### src/rtl/rmt_stream_wrapper_pkg.sv
// Shared header-field offsets, protocol constants and the action-entry layout
// used by the RMT stream block and its action table.
package rmt_stream_wrapper_pkg;

  localparam int DATA_W = 512;
  localparam int KEEP_W = DATA_W / 8;
  localparam int USER_W = 128;
  localparam int ENT_W  = 32;

  localparam int ETYPE_LSB       = 128;
  localparam int PROTO_LSB       = 216;
  localparam int UDP_DPORT_LSB   = 320;
  localparam int VID_LSB         = 120;
  localparam int MODID_LSB       = 368;
  localparam int INDEX_LSB       = 384;
  localparam int TUSER_DPORT_LSB = 24;

  localparam logic [15:0] CTL_UDP_PORT = 16'hf1f2;
  localparam logic [15:0] IPV4_ETYPE   = 16'h0008;
  localparam logic [7:0]  UDP_PROTO    = 8'h11;

  typedef struct packed {
    logic [DATA_W-1:0] tdata;
    logic [KEEP_W-1:0] tkeep;
    logic [USER_W-1:0] tuser;
    logic              tlast;
  } beat_t;

  typedef struct packed {
    logic        vld;
    logic        drop;
    logic        set_port;
    logic        set_tuser;
    logic [3:0]  rsvd;
    logic [7:0]  tuser_port;
    logic [15:0] udp_port;
  } entry_t;

  function automatic logic is_ipv4_udp(input logic [15:0] etype, input logic [7:0] proto);
    return (etype == IPV4_ETYPE) && (proto == UDP_PROTO);
  endfunction

endpackage

### src/rtl/rmt_action_table.sv
// Action table register file: one synchronous write port, one asynchronous read port.
// Write lands on the clock edge; the read port reflects it from the next cycle on.
module rmt_action_table
  import rmt_stream_wrapper_pkg::*;
#(
  parameter int AW = 4,
  parameter int DW = ENT_W
) (
  input  logic          clk,
  input  logic          aresetn,
  input  logic          i_we,
  input  logic [AW-1:0] i_waddr,
  input  logic [DW-1:0] i_wdat,
  input  logic [AW-1:0] i_raddr,
  output logic [DW-1:0] o_rdat
);

  logic [2**AW-1:0][DW-1:0] r_mem;

  always_ff @(posedge clk or negedge aresetn) begin
    if (!aresetn) begin
      r_mem <= '0;
    end else if (i_we) begin
      r_mem[i_waddr] <= i_wdat;
    end
  end

  assign o_rdat = r_mem[i_raddr];

endmodule

### src/rtl/rmt_stream_wrapper.sv
// Single-stage RMT block: control packets program the action table, data packets are forwarded, rewritten or dropped.
// Two register stages (2-cycle latency); s_axis_tready follows the pipeline advance, so a stalled output holds both stages.
module rmt_stream_wrapper
  import rmt_stream_wrapper_pkg::*;
#(
  parameter int          C_S_AXI_DATA_WIDTH   = 32,
  parameter int          C_S_AXI_ADDR_WIDTH   = 12,
  parameter logic [31:0] C_BASEADDR           = 32'h80000000,
  parameter int          C_S_AXIS_DATA_WIDTH  = 512,
  parameter int          C_S_AXIS_TUSER_WIDTH = 128,
  parameter int          C_M_AXIS_DATA_WIDTH  = 512,
  parameter int          PHV_ADDR_WIDTH       = 4
) (
  input  logic                              clk,
  input  logic                              aresetn,
  input  logic [C_S_AXIS_DATA_WIDTH-1:0]    s_axis_tdata,
  input  logic [C_S_AXIS_DATA_WIDTH/8-1:0]  s_axis_tkeep,
  input  logic [C_S_AXIS_TUSER_WIDTH-1:0]   s_axis_tuser,
  input  logic                              s_axis_tvalid,
  output logic                              s_axis_tready,
  input  logic                              s_axis_tlast,
  output logic [C_M_AXIS_DATA_WIDTH-1:0]    m_axis_tdata,
  output logic [C_M_AXIS_DATA_WIDTH/8-1:0]  m_axis_tkeep,
  output logic [C_S_AXIS_TUSER_WIDTH-1:0]   m_axis_tuser,
  output logic                              m_axis_tvalid,
  input  logic                              m_axis_tready,
  output logic                              m_axis_tlast
);

  logic                      r_sop;
  logic                      r_s1_vld;
  logic                      r_s1_sop;
  beat_t                     r_s1_dat;
  logic                      r_s2_vld;
  beat_t                     r_s2_dat;
  logic                      r_pkt_ctl;
  logic                      r_pkt_drop;
  logic                      r_ctl_second;
  logic                      r_ctl_wr_ok;
  logic [PHV_ADDR_WIDTH-1:0] r_ctl_idx;

  logic                      w_adv;
  logic                      w_move;
  logic                      w_is_udp;
  logic                      w_is_ctl;
  logic                      w_ctl;
  logic                      w_drop;
  logic                      w_tbl_we;
  logic [ENT_W-1:0]          w_entry_raw;
  entry_t                    w_entry;
  beat_t                     w_out;
  logic [31:0]               w_unused_cfg;
  logic [3:0]                w_unused_ent;

  assign w_adv         = !r_s2_vld || m_axis_tready;
  assign w_move        = w_adv && r_s1_vld;
  assign s_axis_tready = w_adv;

  // Header decode works on the S1 beat; only meaningful when r_s1_sop is set.
  assign w_is_udp = is_ipv4_udp(r_s1_dat.tdata[ETYPE_LSB +: 16], r_s1_dat.tdata[PROTO_LSB +: 8]);
  assign w_is_ctl = w_is_udp && (r_s1_dat.tdata[UDP_DPORT_LSB +: 16] == CTL_UDP_PORT);
  assign w_entry  = entry_t'(w_entry_raw);

  assign w_ctl  = r_s1_sop ? w_is_ctl : r_pkt_ctl;
  assign w_drop = r_s1_sop ? (!w_is_ctl && w_entry.vld && w_entry.drop) : r_pkt_drop;

  assign w_tbl_we = w_move && !r_s1_sop && r_ctl_second && r_ctl_wr_ok;

  rmt_action_table #(
    .AW (PHV_ADDR_WIDTH),
    .DW (ENT_W)
  ) u_tbl (
    .clk     (clk),
    .aresetn (aresetn),
    .i_we    (w_tbl_we),
    .i_waddr (r_ctl_idx),
    .i_wdat  (r_s1_dat.tdata[ENT_W-1:0]),
    .i_raddr (r_s1_dat.tdata[VID_LSB +: PHV_ADDR_WIDTH]),
    .o_rdat  (w_entry_raw)
  );

  always_comb begin
    w_out = r_s1_dat;
    if (r_s1_sop && !w_is_ctl && w_entry.vld) begin
      if (w_entry.set_port && w_is_udp) begin
        w_out.tdata[UDP_DPORT_LSB +: 16] = w_entry.udp_port;
      end
      if (w_entry.set_tuser) begin
        w_out.tuser[TUSER_DPORT_LSB +: 8] = w_entry.tuser_port;
      end
    end
  end

  always_ff @(posedge clk or negedge aresetn) begin
    if (!aresetn) begin
      r_sop    <= 1'b1;
      r_s1_vld <= 1'b0;
      r_s1_sop <= 1'b0;
      r_s1_dat <= '0;
      r_s2_vld <= 1'b0;
      r_s2_dat <= '0;
    end else if (w_adv) begin
      r_s1_vld <= s_axis_tvalid;
      r_s1_sop <= r_sop;
      r_s1_dat <= {s_axis_tdata, s_axis_tkeep, s_axis_tuser, s_axis_tlast};
      if (s_axis_tvalid) begin
        r_sop <= s_axis_tlast;
      end
      r_s2_vld <= r_s1_vld && !w_ctl && !w_drop;
      r_s2_dat <= w_out;
    end
  end

  // Per-packet decisions are taken on the first beat and held until the next one.
  always_ff @(posedge clk or negedge aresetn) begin
    if (!aresetn) begin
      r_pkt_ctl    <= 1'b0;
      r_pkt_drop   <= 1'b0;
      r_ctl_second <= 1'b0;
      r_ctl_wr_ok  <= 1'b0;
      r_ctl_idx    <= '0;
    end else if (w_move) begin
      if (r_s1_sop) begin
        r_pkt_ctl    <= w_is_ctl;
        r_pkt_drop   <= w_drop;
        r_ctl_second <= w_is_ctl && !r_s1_dat.tlast;
        r_ctl_wr_ok  <= (r_s1_dat.tdata[MODID_LSB +: 8] == 8'h00) &&
                        (r_s1_dat.tdata[INDEX_LSB + PHV_ADDR_WIDTH +: 8 - PHV_ADDR_WIDTH] == '0);
        r_ctl_idx    <= r_s1_dat.tdata[INDEX_LSB +: PHV_ADDR_WIDTH];
      end else begin
        r_ctl_second <= 1'b0;
      end
    end
  end

  assign m_axis_tvalid = r_s2_vld;
  assign m_axis_tdata  = r_s2_dat.tdata;
  assign m_axis_tkeep  = r_s2_dat.tkeep;
  assign m_axis_tuser  = r_s2_dat.tuser;
  assign m_axis_tlast  = r_s2_dat.tlast;

  assign w_unused_cfg = C_BASEADDR ^ 32'(C_S_AXI_DATA_WIDTH) ^ 32'(C_S_AXI_ADDR_WIDTH);
  assign w_unused_ent = w_entry.rsvd;

endmodule

### config.mk
export PLATFORM = sky130hd
export DESIGN_NAME = rmt_stream_wrapper
export DESIGN_NICKNAME = d
export VERILOG_FILES = /design/src/rtl/rmt_stream_wrapper_pkg.sv /design/src/rtl/rmt_action_table.sv /design/src/rtl/rmt_stream_wrapper.sv
export SDC_FILE = /design/constraint.sdc
export NUM_CORES = 2
export LEC_CHECK = 0
export BUFFER_PORTS_ARGS = -buffer_cell sky130_fd_sc_hd__buf_2
export CAP_MARGIN = 20
export CORE_AREA = 5 5 553 555
export CTS_BUF_LIST = sky130_fd_sc_hd__clkbuf_16
export CTS_CLUSTER_DIAMETER = 40
export DETAILED_ROUTE_END_ITERATION = 8
export DIE_AREA = 0 0 558 560
export GPL_ROUTABILITY_DRIVEN = 1
export MAX_ROUTING_LAYER = met4
export PLACE_DENSITY = 0.4
export SLEW_MARGIN = 20
export SYNTH_ARGS = -nofsm -noshare
export SYNTH_HDL_FRONTEND = slang
export SYNTH_SLANG_ARGS = --single-unit
### constraint.sdc
create_clock -name clk -period 3.9 [get_ports clk]
set_input_delay 0.585 -clock clk [delete_from_list [all_inputs] [get_ports clk]]
set_output_delay 0.585 -clock clk [all_outputs]
set_load 0.02 [all_outputs]
After elaboration in Yosys (flattened, before gate mapping):

Index checks and enable logic that the tools add are counted.

* shift-type cells: 0
* eq/ne operators: 3
* magnitude comparators: 3
* bitwise gates (word level): 0
* multiplexer cells: 12
* $add $sub $neg: 0
* $mul: 0
* divide/modulo/power cells: 0
* reduce and logical (&&, ||, !) cells: 27

Operator list (number)
* $bwmux W512: 1
* $bmux W32 S4: 1
* $demux W32 S4: 1
* $mux W32: 2
* $mux W16: 2
* $eq A16 B16 Y1 const B: 1
* $eq A16 B4 Y1 const B: 1
* $logic_and A1 B1 Y1: 16
* $mux W8: 2
* $lt A4 B5 Y1 const B: 2
* $eq A8 B5 Y1 const B: 1
* $logic_not A8 Y1: 1
* $logic_not A1 Y1: 6
* $ge A4 B1 Y1 const B: 1
* $logic_not A4 Y1: 1
* $reduce_and A2 Y1: 2
* $mux W1: 3
* $logic_or A1 B1 Y1: 1

* bits of input ports: 709
* memories kept: 0
* output and inout port bits: 707
* flip-flop bits (word level): 1934
* memory bits (writable): 0
* memory bits (read-only): 0
* latch bits: 0

Longest topological paths before layout:

* word-level depth: 9
* gate-level depth with buffers: 11

Modules after synthesis:

A second synthesis with hierarchy kept.

* cells, all modules: 7425
* area, all modules: 75974.1 um^2

By module, submodules not included
* rmt_stream_wrapper: sequential area each 35585.4 um^2, times used 1, area each 53199.8 um^2, cells an instance 6021
* rmt_action_table: sequential area each 12812.3 um^2, times used 1, area each 22774.3 um^2, cells an instance 1404

Worst setup path before layout:

Ideal clock, no wire load.

* path kind: input-to-reg
* from: input m_axis_tready
* to: register u_tbl.r_mem[22] in the netlist's numbering
* data arrival time: 2.450 ns
* path buffers: 3
* cell stages on the path: 10
* setup slack: 1.323 ns
* cell sequence: nor2b_1 buf_6 inv_2 nand2_1 nor3_2 or3b_1 buf_2 nor3_4 buf_6 mux2_1

* cells in the longest elaborated chain, start to end: 5

RTL lines
* start, declared: line rmt_stream_wrapper.sv:26 `input logic m_axis_tready,`
* $logic_or A1 B1 Y1: line rmt_stream_wrapper.sv:55 `assign w_adv = !r_s2_vld || m_axis_tready;`
* $logic_and A1 B1 Y1: line rmt_stream_wrapper.sv:56 `assign w_move = w_adv && r_s1_vld;`
* $logic_and A1 B1 Y1 (3 in a row): line rmt_stream_wrapper.sv:67 `assign w_tbl_we = w_move && !r_s1_sop && r_ctl_second && r_ctl_wr_ok;`
* end signal, assigned by index: line rmt_action_table.sv:24 `r_mem[i_waddr] <= i_wdat;`
* end, declared: line rmt_action_table.sv:18 `logic [2**AW-1:0][DW-1:0] r_mem;`

No other way between the ends.
A chain may end at the register's enable or synchronous reset.

Worst setup path in the final report:

* from: register r_s2_vld (netlist: m_axis_tvalid)
* to: output s_axis_tready

* cells in the longest elaborated chain, start to end: 2

RTL lines
* start, declared: line rmt_stream_wrapper.sv:34 `logic r_s2_vld;`
* start signal, assigned: line rmt_stream_wrapper.sv:109 `r_s2_vld <= r_s1_vld && !w_ctl && !w_drop;`
* $logic_not A1 Y1: line rmt_stream_wrapper.sv:55
* $logic_or A1 B1 Y1: line rmt_stream_wrapper.sv:55
* end, declared: line rmt_stream_wrapper.sv:20 `output logic s_axis_tready,`

No other way between the ends.

==> run_results.csv <==
group,metric,value,unit
sta,final_max_slew_viol_count,0,
worst_hold_path,hp-class,"primary input to flip-flop",
floorplanning,die_w,558,microns
setup_path,required,3.31,ns
placement,placed_cell_area,0.0851,sq mm
clocking,post_cts_resized,0,
finish,fin_nets,10100,
synth,synth.yosys.seq_area_share,0.637,
synth,yosys.cell_types.count,45,
floorplanning,core-area,0.301,sq mm
setup_path,cp-start-kind,"flip-flop",
sta,skew,0.0693,ns
finish,area_delta_synth_final,43.8,%
global_routing,grt_pass1_vias,60200,
synth,yosys_register_bits,1870,
power_and_ir_drop,ir_worst_vdd,0.000477,V
synth,syn_inst,7247,
setup_path,slowest_stage,"buf_4",
finish,fill_cells,30700,
global_routing,grt_max_degree,220,
synth,synthArstFlopShare,1.00,
synth,ys.flop_type,"dfrtp_1",
clocking,clock_latency,0.89,ns
sta,finalSetupViolations,0,
sta,worst_pin_slew,1.16,ns
sta,fin_crit_sh,0.800,
clocking,path_clk_slew,0.05,ns
floorplanning,rows,202,
setup_path,crit_fanout,60,
finish,stdcell_area,0.106,sq mm
power_and_ir_drop,total_leakage_power,0.0550,uW
route,routedWlPerCell,21.8,microns
route,routed_wl,302,mm
route,first_pass_iters,5,
status,outcome,"completed",
floorplanning,ios,1416,
global_routing,grt_util_all_layers,0.192,
sta,fin_crit,3.12,ns
clocking,clock-sinks,1870,
setup_path,cp-end-kind,"primary output",
synth,ys.warnings.count,0,
synth,netlist_area,0.0734,sq mm
clocking,clock_path_buffers,4,
floorplanning,die-area,0.312,sq mm
global_routing,overflow,0,
synth,synth_top_area_share,0.637,
floorplanning,die_h,560,microns
route,ant_nets,0,
clocking,cts_buffers,387,
sta,tns,0,ns
flow_run,max_cap_violations,0,
clocking,htreeDepth,5,
finish,drive_gt1_frac,0.279,
global_routing,antenna_found_initial,116,
setup_path,path_cells,"nor2b_4, inv_8, buf_4, buf_2",
clocking,cts_tree,"done",
synth,synth_fp_nets,7956,
clocking,root_buffer,"clkbuf_16",
route,drt_first_iter_violations,4105,
placement,io_buffers,1415,
setup_path,crit_type,"flip-flop to primary output",
placement,gp_congestion,0.888,
setup_path,reg2reg_depth,7,
synth,synth_area_leaders,"dfrtp_1 64%, nand2_1 22%, mux2_2 6.6%",
power_and_ir_drop,power_density,789,mW/mm^2
sta,maxSlewHeadroom,0.225,
route,drc_errors,0,
route,via_per_inst,4.28,
placement,dp_hpwl,215,mm
sta,rsz0062_at_grt,"no",
sta,hold_viol_final,0,
worst_hold_path,holdPathStages,3,
setup_path,cp_slowest_stage_delay,0.57,ns
global_routing,grt_pass1_wl,432,mm
synth,yosys.area.top_type,"dfrtp_1",
synth,synth_edf_count,0,
synth,synth.avg_cell_area,10.1,sq um
route,num_vias,59200,
floorplanning,start_util,0.244,
sta,clock.fmax,0.321,GHz
setup_path,crit_arrival,2.53,ns
## worst paths after layout
kind | from | endpoint | slack [ns]
worst max-delay path | m_axis_tvalid$_DFFE_PN0N_ | s_axis_tready | 0.78
min in group asynchronous | aresetn | r_s1_dat[286]$_DFFE_PN0N_ | 0.19
worst min register to register | r_s1_dat[53]$_DFFE_PN0N_ | m_axis_tuser[52]$_DFFE_PN0N_ | 0.43
worst max register to register | r_s1_dat[333]$_DFFE_PN0N_ | m_axis_tdata[327]$_DFFE_PN0N_ | 0.93
max in group asynchronous | aresetn | m_axis_tdata[505]$_DFFE_PN0N_ | 2.19
worst min-delay path | s_axis_tdata[304] | r_s1_dat[497]$_DFFE_PN0N_ | 0.12
## flip-flops by register name (all words and copies together) (netlist names)
| name | cells |
|---|---|
| r_s1_dat | 705 |
| m_axis_tdata | 512 |
| u_tbl.r_mem | 448 |
| m_axis_tuser | 128 |
| m_axis_tkeep | 64 |
| r_ctl_idx | 4 |
| m_axis_tlast | 1 |
| m_axis_tvalid | 1 |
| r_ctl_second | 1 |
| r_ctl_wr_ok | 1 |
| r_pkt_ctl | 1 |
| r_pkt_drop | 1 |
| r_s1_sop | 1 |
| r_s1_vld | 1 |
| r_sop | 1 |
## cell usage after synthesis, types with 8 or more instances
cell and n:
nor2b_1 14, buf_1 22, clkbuf_1 340, buf_2 46
mux4_2 120, dfrtp_1 1869, mux2i_1 44, mux2_1 25
nand3_1 14, nand2_1 4209, mux2_2 432, o21ai_0 16
a211oi_1 8, a21oi_1 12
## report_power, final
part	internal [uW]	switching, uW
combinational	6070	15100
clock	21900	11600
sequential	24800	3880
total	52700	30500
## per-stage QoR
step           utilization  hold slack (ns)  power [uW]  setup slack, ns  cells
2_1_floorplan            -            0.289       39400             1.32   7247
3_3_place_gp         0.283            0.444       49700            0.627  12300
3_5_place_dp         0.283            0.450       50000            0.699  12300
4_1_cts              0.350          0.00160       84600            0.667  13700
5_1_grt              0.351           0.0575       87600            0.619  13800
6_report             0.351            0.123       83300            0.782  13800
## metal layers
metal | part of all wire | GRT usage
met1 | 0.43 | 0.245
met2 | 0.47 | 0.300
met3 | 0.061 | 0.0439
met4 | 0.037 | 0.0666
met5 | 0 | -
## layout make-up
cell class,instances,area [sq um],share of cell area
clock buffer,391,9780,0.0927
timing repair buffer,2210,15300,0.144
antenna,82,205,0.00194
clock inverter,326,3550,0.0336
multi-input combinational,4959,25000,0.237
inverter,1,11.3,0.000107
tap,3978,4980,0.0471
sequential,1870,46800,0.443
## cell usage in the layout (no fill, tap or decap), types with 19 or more instances in the layout
| cell | count |
|---|---|
| dfrtp_1 | 1865 |
| mux4_2 | 120 |
| clkinv_2 | 64 |
| clkbuf_16 | 391 |
| dlygate4sd3_1 | 692 |
| mux2_1 | 25 |
| clkinv_1 | 50 |
| buf_4 | 67 |
| diode_2 | 82 |
| nand2_1 | 4209 |
| buf_2 | 1414 |
| clkinvlp_4 | 56 |
| mux2i_1 | 44 |
| bufinv_16 | 53 |
| buf_12 | 36 |
| inv_1 | 37 |
| inv_6 | 19 |
| mux2_2 | 432 |
| clkinv_4 | 29 |
## cells by family after synthesis
kind of cell           Yosys count  synth area share
and+or+nand+nor               4285             0.222
DFF                           1870             0.637
muxes                          621             0.113
buffers and inverters          418            0.0230
AOI/OAI and AO/OA               53           0.00477
## worst max-delay path: cells and delay by family, from the launching register on
kind                   cells  cell delay [ns]
buffers and inverters      3             1.02
flip-flops                 1             0.38
AND/OR/NAND/NOR            1             0.16
## timing repair
action | 4_1_cts | 5_1_grt
hold buffers | 692 | 0
hold endpoints to repair | 883 | 0
buffers inserted | 0 | 0
(Power assumes the default switching activity.)
